===== src/rtl/vga_timing_pkg.sv =====
// 640x480 @ 60 Hz raster timing constants, coordinate type and output record.
// Purely declarative: no logic, no latency, no flow control.
// Shared by vga_sync_gen and vga_axis_counter.
package vga_timing_pkg;

    localparam int COORD_W = 11;

    localparam int H_ACTIVE = 640;
    localparam int H_FP     = 16;
    localparam int H_SYNC   = 96;
    localparam int H_BP     = 48;
    localparam int V_ACTIVE = 480;
    localparam int V_FP     = 10;
    localparam int V_SYNC   = 2;
    localparam int V_BP     = 33;

    localparam int H_TOTAL     = H_ACTIVE + H_FP + H_SYNC + H_BP;
    localparam int V_TOTAL     = V_ACTIVE + V_FP + V_SYNC + V_BP;
    localparam int HSYNC_START = H_ACTIVE + H_FP;
    localparam int HSYNC_END   = HSYNC_START + H_SYNC;
    localparam int VSYNC_START = V_ACTIVE + V_FP;
    localparam int VSYNC_END   = VSYNC_START + V_SYNC;

    typedef logic [COORD_W-1:0] coord_t;

    typedef struct packed {
        logic   hsync;
        logic   vsync;
        logic   activevideo;
        coord_t x;
        coord_t y;
    } raster_t;

    // Pin level for a sync pulse given whether it is asserted and the polarity.
    function automatic logic sync_level(input logic asserted, input logic active_low);
        return asserted ^ active_low;
    endfunction

endpackage


===== src/rtl/vga_axis_counter.sv =====
// One raster axis: wrap-around counter with terminal count and active/sync window decode.
// Count updates on the enabled edge; tc/active/in_sync decode the current count combinationally.
// No backpressure: counts whenever en is high.
module vga_axis_counter
    import vga_timing_pkg::*;
#(
    parameter int TOTAL      = H_TOTAL,
    parameter int ACTIVE     = H_ACTIVE,
    parameter int SYNC_START = HSYNC_START,
    parameter int SYNC_END   = HSYNC_END
) (
    input  logic   clk,
    input  logic   rst,
    input  logic   en,
    output coord_t cnt,
    output logic   tc,
    output logic   active,
    output logic   in_sync
);

    localparam coord_t LAST   = coord_t'(TOTAL - 1);
    localparam coord_t ACT_LIM = coord_t'(ACTIVE);
    localparam coord_t SS     = coord_t'(SYNC_START);
    localparam coord_t SE     = coord_t'(SYNC_END);

    always_ff @(posedge clk or posedge rst) begin
        if (rst) begin
            cnt <= '0;
        end else if (en) begin
            cnt <= tc ? '0 : cnt + coord_t'(1);
        end
    end

    assign tc      = (cnt == LAST);
    assign active  = (cnt < ACT_LIM);
    assign in_sync = (cnt >= SS) && (cnt < SE);

endmodule


===== src/rtl/vga_sync_gen.sv =====
// VGA raster timing generator (hsync/vsync/activevideo/x_px/y_px); VGA_CLK_DIV2_EN runs it from a 2x clock.
// Outputs are registered one pixel-enable edge after the counters, all from the same (hc, vc) pair.
// No backpressure: free-running; reset restarts at frame origin.
module vga_sync_gen
    import vga_timing_pkg::*;
#(
    parameter int H_ACTIVE        = vga_timing_pkg::H_ACTIVE,
    parameter int H_FP            = vga_timing_pkg::H_FP,
    parameter int H_SYNC          = vga_timing_pkg::H_SYNC,
    parameter int H_BP            = vga_timing_pkg::H_BP,
    parameter int V_ACTIVE        = vga_timing_pkg::V_ACTIVE,
    parameter int V_FP            = vga_timing_pkg::V_FP,
    parameter int V_SYNC          = vga_timing_pkg::V_SYNC,
    parameter int V_BP            = vga_timing_pkg::V_BP,
    parameter int SYNC_ACTIVE_LOW = 1
) (
    input  logic               clk,
    input  logic               rst,
    output logic               hsync,
    output logic               vsync,
    output logic [COORD_W-1:0] x_px,
    output logic [COORD_W-1:0] y_px,
    output logic               activevideo,
    output logic               px_clk
);

    localparam int   H_TOT    = H_ACTIVE + H_FP + H_SYNC + H_BP;
    localparam int   V_TOT    = V_ACTIVE + V_FP + V_SYNC + V_BP;
    localparam int   HS_START = H_ACTIVE + H_FP;
    localparam int   VS_START = V_ACTIVE + V_FP;
    localparam logic SYNC_LOW = (SYNC_ACTIVE_LOW != 0);

    logic    pe;
    coord_t  hc, vc;
    logic    h_tc, h_act, h_sync_win;
    logic    v_tc_unused, v_act, v_sync_win;
    raster_t q;

`ifdef VGA_CLK_DIV2_EN
    logic pe_tgl;

    always_ff @(posedge clk or posedge rst) begin
        if (rst) begin
            pe_tgl <= 1'b0;
        end else begin
            pe_tgl <= ~pe_tgl;
        end
    end

    assign pe     = pe_tgl;
    assign px_clk = pe_tgl;
`else
    assign pe     = 1'b1;
    assign px_clk = clk;
`endif

    vga_axis_counter #(
        .TOTAL      (H_TOT),
        .ACTIVE     (H_ACTIVE),
        .SYNC_START (HS_START),
        .SYNC_END   (HS_START + H_SYNC)
    ) u_hcnt (
        .clk     (clk),
        .rst     (rst),
        .en      (pe),
        .cnt     (hc),
        .tc      (h_tc),
        .active  (h_act),
        .in_sync (h_sync_win)
    );

    // Vertical axis steps once per line, on the horizontal wrap edge.
    vga_axis_counter #(
        .TOTAL      (V_TOT),
        .ACTIVE     (V_ACTIVE),
        .SYNC_START (VS_START),
        .SYNC_END   (VS_START + V_SYNC)
    ) u_vcnt (
        .clk     (clk),
        .rst     (rst),
        .en      (pe & h_tc),
        .cnt     (vc),
        .tc      (v_tc_unused),
        .active  (v_act),
        .in_sync (v_sync_win)
    );

    always_ff @(posedge clk or posedge rst) begin
        if (rst) begin
            q.x           <= '0;
            q.y           <= '0;
            q.activevideo <= 1'b0;
            q.hsync       <= sync_level(1'b0, SYNC_LOW);
            q.vsync       <= sync_level(1'b0, SYNC_LOW);
        end else if (pe) begin
            q.x           <= hc;
            q.y           <= vc;
            q.activevideo <= h_act & v_act;
            q.hsync       <= sync_level(h_sync_win, SYNC_LOW);
            q.vsync       <= sync_level(v_sync_win, SYNC_LOW);
        end
    end

    assign hsync       = q.hsync;
    assign vsync       = q.vsync;
    assign x_px        = q.x;
    assign y_px        = q.y;
    assign activevideo = q.activevideo;

endmodule


===== config.mk =====
export PLATFORM = sky130hd
export DESIGN_NAME = vga_sync_gen
export DESIGN_NICKNAME = d
export VERILOG_FILES = /design/src/rtl/vga_timing_pkg.sv /design/src/rtl/vga_axis_counter.sv /design/src/rtl/vga_sync_gen.sv
export SDC_FILE = /design/constraint.sdc
export NUM_CORES = 1
export LEC_CHECK = 0
export ABC_AREA = 0
export BUFFER_PORTS_ARGS = -buffer_cell sky130_fd_sc_hd__buf_4
export CORE_ASPECT_RATIO = 0.5
export CORE_MARGIN = 10
export CORE_UTILIZATION = 45
export DETAILED_ROUTE_END_ITERATION = 10
export PLACE_DENSITY = 0.66
export RECOVER_POWER = 100
export SLEW_MARGIN = 20
export SYNTH_ARGS = -nofsm -noshare
export SYNTH_HDL_FRONTEND = slang
export SYNTH_SLANG_ARGS = --single-unit

===== constraint.sdc =====
create_clock -name clk -period 6.21 [get_ports clk]
set_clock_uncertainty 0.15 [all_clocks]
set_input_delay 0.621 -clock clk [delete_from_list [all_inputs] [get_ports clk]]
set_output_delay 0.621 -clock clk [all_outputs]
set_load 0.03 [all_outputs]

# --- After elaboration in Yosys (flattened, before gate mapping) ---
# Index checks and enable logic that the tools add are counted.
totals:
  reg_bits: 47
  in_bits: 2
  output_inout_bits: 26
  wordCells: 24
classes:
  add_sub_neg: 2
  n_lt_le_gt_ge: 6
  n_eq_ne: 2
  n_mux: 2
  bitwise_logic: 3
  reduce_logical: 2
op_table:
  columns: ["operator", "n"]
  rows:
  - ["11-bit by 1-bit adder with 11-bit output, second input constant", 2]
  - ["11-bit by 10-bit equality test with 1-bit output, second input constant", 2]
  - ["11-bit by 10-bit < comparator with 1-bit output, second input constant", 2]
  - ["11-bit by 9-bit < comparator with 1-bit output, second input constant", 2]
  - ["11-bit 2-to-1 mux", 2]
  - ["11-bit by 10-bit >= comparator with 1-bit output, second input constant", 1]
  - ["11-bit by 9-bit >= comparator with 1-bit output, second input constant", 1]
  - ["1-bit logical AND", 2]
  - ["1-bit NOT", 2]
  - ["1-bit bitwise AND", 1]

# --- Depth between registers and ports, before layout ---
depth:
  word_depth: 3
  ltp_mapped: 7
  depth_no_buf: 6

# --- By module ---
# Synthesis repeated with hierarchy kept, for this count alone.
unflattened:
  hier_cells: 151
  area_unflattened_um2: 1850.5
by_module_without_submodules:
  columns: ["mod", "instances", "cells_per_inst", "area_per_inst_um2", "seq_area_each_um2"]
  rows:
  - ["vga_sync_gen", 1, 31, 656.9, 628.1]
  - ["vga_axis_counter (u_vcnt)", 1, 60, 609.3, 275.3]
  - ["vga_axis_counter (u_hcnt)", 1, 60, 584.3, 275.3]

==> results_dict.tcl <==
set metrics [dict create \
    wl_um 3270 \
    ff_latch_area_mm2 0.00118 \
    violations "capacitance limit, slew limit" \
    worstPathMaxFanout 2 \
    n_fill_cell 361 \
    yosys.area.top_type_share 0.627 \
    hp-class "flop to flop" \
    hold_buffers 0 \
    synth_seq_area_share 0.656 \
    max_cap_viol_count 2 \
    critical_path_class "clock port to primary output" \
    initial_core_util 0.463 \
    synthesis.area_mm2 0.00180 \
    ys_types 36 \
    grt_max_degree 48 \
    grt_pass1_vias 1202 \
    drtIter0Drc 42 \
    power_density_mw_per_mm2 287 \
    num_antenna_cells 0 \
    hold_viol_final 0 \
    netlist_top_cells_area "dfrtp_1, xor2_1, dfstp_2, nand2_1, o21ai_0" \
    drc 0 \
    peakVddDrop_v 0.000117 \
    setup_viol 0 \
    cp_data_required_time_ps 5440 \
    ys_warn_count 0 \
    syn-instance-count 141 \
    arrival_ps 3540 \
    wl_per_cell_um 14.2 \
    power_frac_seq 0.514 \
    avgSynthCellArea_um2 12.7 \
    pin_count 28 \
    pwr-share-comb 0.010 \
    relSlewSlack -0.578 \
    dp_hpwl_um 2230 \
    ant_nets 0 \
    rsz0062_at_grt "false" \
    crit_path_end_kind "primary output" \
    fin_area_mm2 0.00207 \
    dpl_cell_area_mm2 0.00204 \
    vias_per_cell 5.08 \
    clk_pin_slew_ps 80 \
    cts_resized 0 \
    dr.pass1.iters 5 \
    cts_tree "yes" \
    core_area_mm2 0.00388 \
    p_switching_mw 0.125 \
    tightest_slew_ps 2370 \
    utilization 0.534 \
    cts_setup_buffers 0 \
    finalNetCount 180 \
    multi_input_area_um2 556 \
    area_growth_pct 15.4 \
    tns_ps 0 \
    layout-drive-gt1-share 0.0966 \
    antenna_found_initial 0 \
    rows 16 \
    syn-num-nets 146 \
    p_total_mw 0.595 \
    p_clk_frac 0.476 \
    numPortBuffers 27 \
    status "finished with violations" \
    grt_overflow 0 \
    p_int_mw 0.470 \
    p_leak_nw 0.958 \
    gp_congestion 0.858 \
    grt.total_usage 0.102 \
    crit_path_start_kind "clock port" \
    die_area_mm2 0.00707 \
    p_sw_frac 0.210 \
    slew_viol_final 48 \
    synth.largest_area_cell "dfrtp_1" \
    die_y_um 64.7 \
    dieWidth_um 109 \
    reg2reg_depth 4 \
    vias 1169 \
    clk_latency_ps 400 \
    grt_pass1_wl_um 5610 \
    ys_ff_latch 47 \
    min_delay_path_depth 0 \
]
cell usage in the layout, fill, tap and decap left out:
cell / n
mux2_2: 1
or4_1: 3
clkbuf_4: 1
a21o_1: 1
clkbuf_8: 8
clkbuf_1: 29
nor4b_1: 3
nand2_1: 11
o31a_1: 1
a21oi_1: 2
o31ai_1: 1
o21ai_0: 8
dfrtp_1: 45
and3_2: 2
a31oi_1: 1
nand4_1: 4
or4b_2: 1
or4b_1: 1
ha_1: 3
o21ba_2: 1
nor4_1: 3
nor3_1: 5
a22o_1: 2
xnor2_1: 2
inv_1: 3
and2_1: 2
and3_1: 1
nor2_1: 9
and2_0: 1
and4_1: 1
nor4bb_1: 1
clkinv_1: 1
or3_1: 1
bufinv_16: 1
nand3_1: 5
dfstp_2: 2
xor2_1: 9
worst paths after layout:
check / from / to / slack (ps)
max: clk / px_clk / 1900
min reg2reg: u_hcnt.cnt[1] / x_px[1] / 280
max reg2reg: u_hcnt.cnt[7] / u_vcnt.cnt[10] / 3270
min in group asynchronous: rst / y_px[9] / 940
min: u_hcnt.cnt[1] / x_px[1] / 280
max in group asynchronous: rst / u_vcnt.cnt[10] / 3620
stage by stage:
step	worst slack, ps	hold WS (ps)	std cells
after detailed placement	2190	265	219
after CTS	1940	218	230
final	1900	283	230
after floorplan	2190	242	141
after global placement	2190	259	219
after global routing	1890	311	230
metal layers:
| layer | global-route usage | routed length, µm | vias to the layer above |
|---|---|---|---|
| li1 | - | - | 561 |
| met1 | 0.110 | 1400 | 569 |
| met2 | 0.158 | 1550 | 31 |
| met3 | 0.0444 | 235 | 8 |
| met4 | 0.0774 | 85 | 0 |
| met5 | 0 | 0 | - |
layout make-up:
type / instances / share of cell area
clock buffer: 11 / 0.0585
inverter: 4 / 0.00724
clock inverter: 1 / 0.0145
multi-input combinational: 86 / 0.268
timing repair buffer: 27 / 0.0507
sequential: 47 / 0.568
tap: 54 / 0.0326
Yosys cell counts:
| cell | count |
|---|---|
| nor3_1 | 4 |
| nor4b_1 | 3 |
| and2_1 | 3 |
| dfstp_2 | 2 |
| clkbuf_2 | 1 |
| ha_1 | 3 |
| and4_1 | 1 |
| or3_1 | 1 |
| clkbuf_8 | 1 |
| o31ai_1 | 1 |
| dlygate4sd1_1 | 1 |
| or4b_1 | 1 |
| xnor2_1 | 2 |
| o21ba_2 | 1 |
| nor4_2 | 1 |
| xor2_1 | 9 |
| a21oi_1 | 2 |
| a21o_1 | 1 |
| o21ai_0 | 8 |
| nand4_1 | 4 |
| or4b_2 | 1 |
| inv_1 | 4 |
| and3_2 | 3 |
| a31oi_1 | 1 |
| or4_1 | 3 |
| nor4bb_1 | 1 |
| nor4_1 | 2 |
| nand3_1 | 5 |
| nand2_1 | 11 |
| buf_4 | 1 |
| nor2_1 | 9 |
| dfrtp_1 | 45 |
| mux2_2 | 1 |
| nor3_2 | 1 |
| a22o_1 | 2 |
| o31a_1 | 1 |
power by group through the flow:
stage | clock network (mW) | registers [mW] | logic, mW
2_1_floorplan | 0.0241 | 0.312 | 0.00447
3_3_place_gp | 0.0241 | 0.312 | 0.00692
3_5_place_dp | 0.0241 | 0.312 | 0.00695
4_1_cts | 0.299 | 0.306 | 0.00696
5_1_grt | 0.308 | 0.306 | 0.00748
6_report | 0.284 | 0.306 | 0.00608
sequential cells by signal (all words and copies together), names as in the netlist:
signal	count
activevideo	1
vsync	1
hsync	1
u_vcnt.cnt	11
y_px	11
u_hcnt.cnt	11
x_px	11
critical path: stages:
cell and delay [ps]:
clkbuf_8 110, clkbuf_8 120, clkbuf_1 210
logic make-up (layout without fill, tap and decap cells):
kind of cell	count (synthesis)	count (layout)	synth area share
and+or+nand+nor	54	54	0.175
DFF	47	47	0.656
AOI/OAI and AO/OA	17	17	0.0599
xor gates and xnor gates	11	11	0.0536
buffers and inverters	8	43	0.0279
adders and majority gates	3	3	0.0209
muxes	1	1	0.00627
No activity file was read; power rests on OpenSTA's default activity.
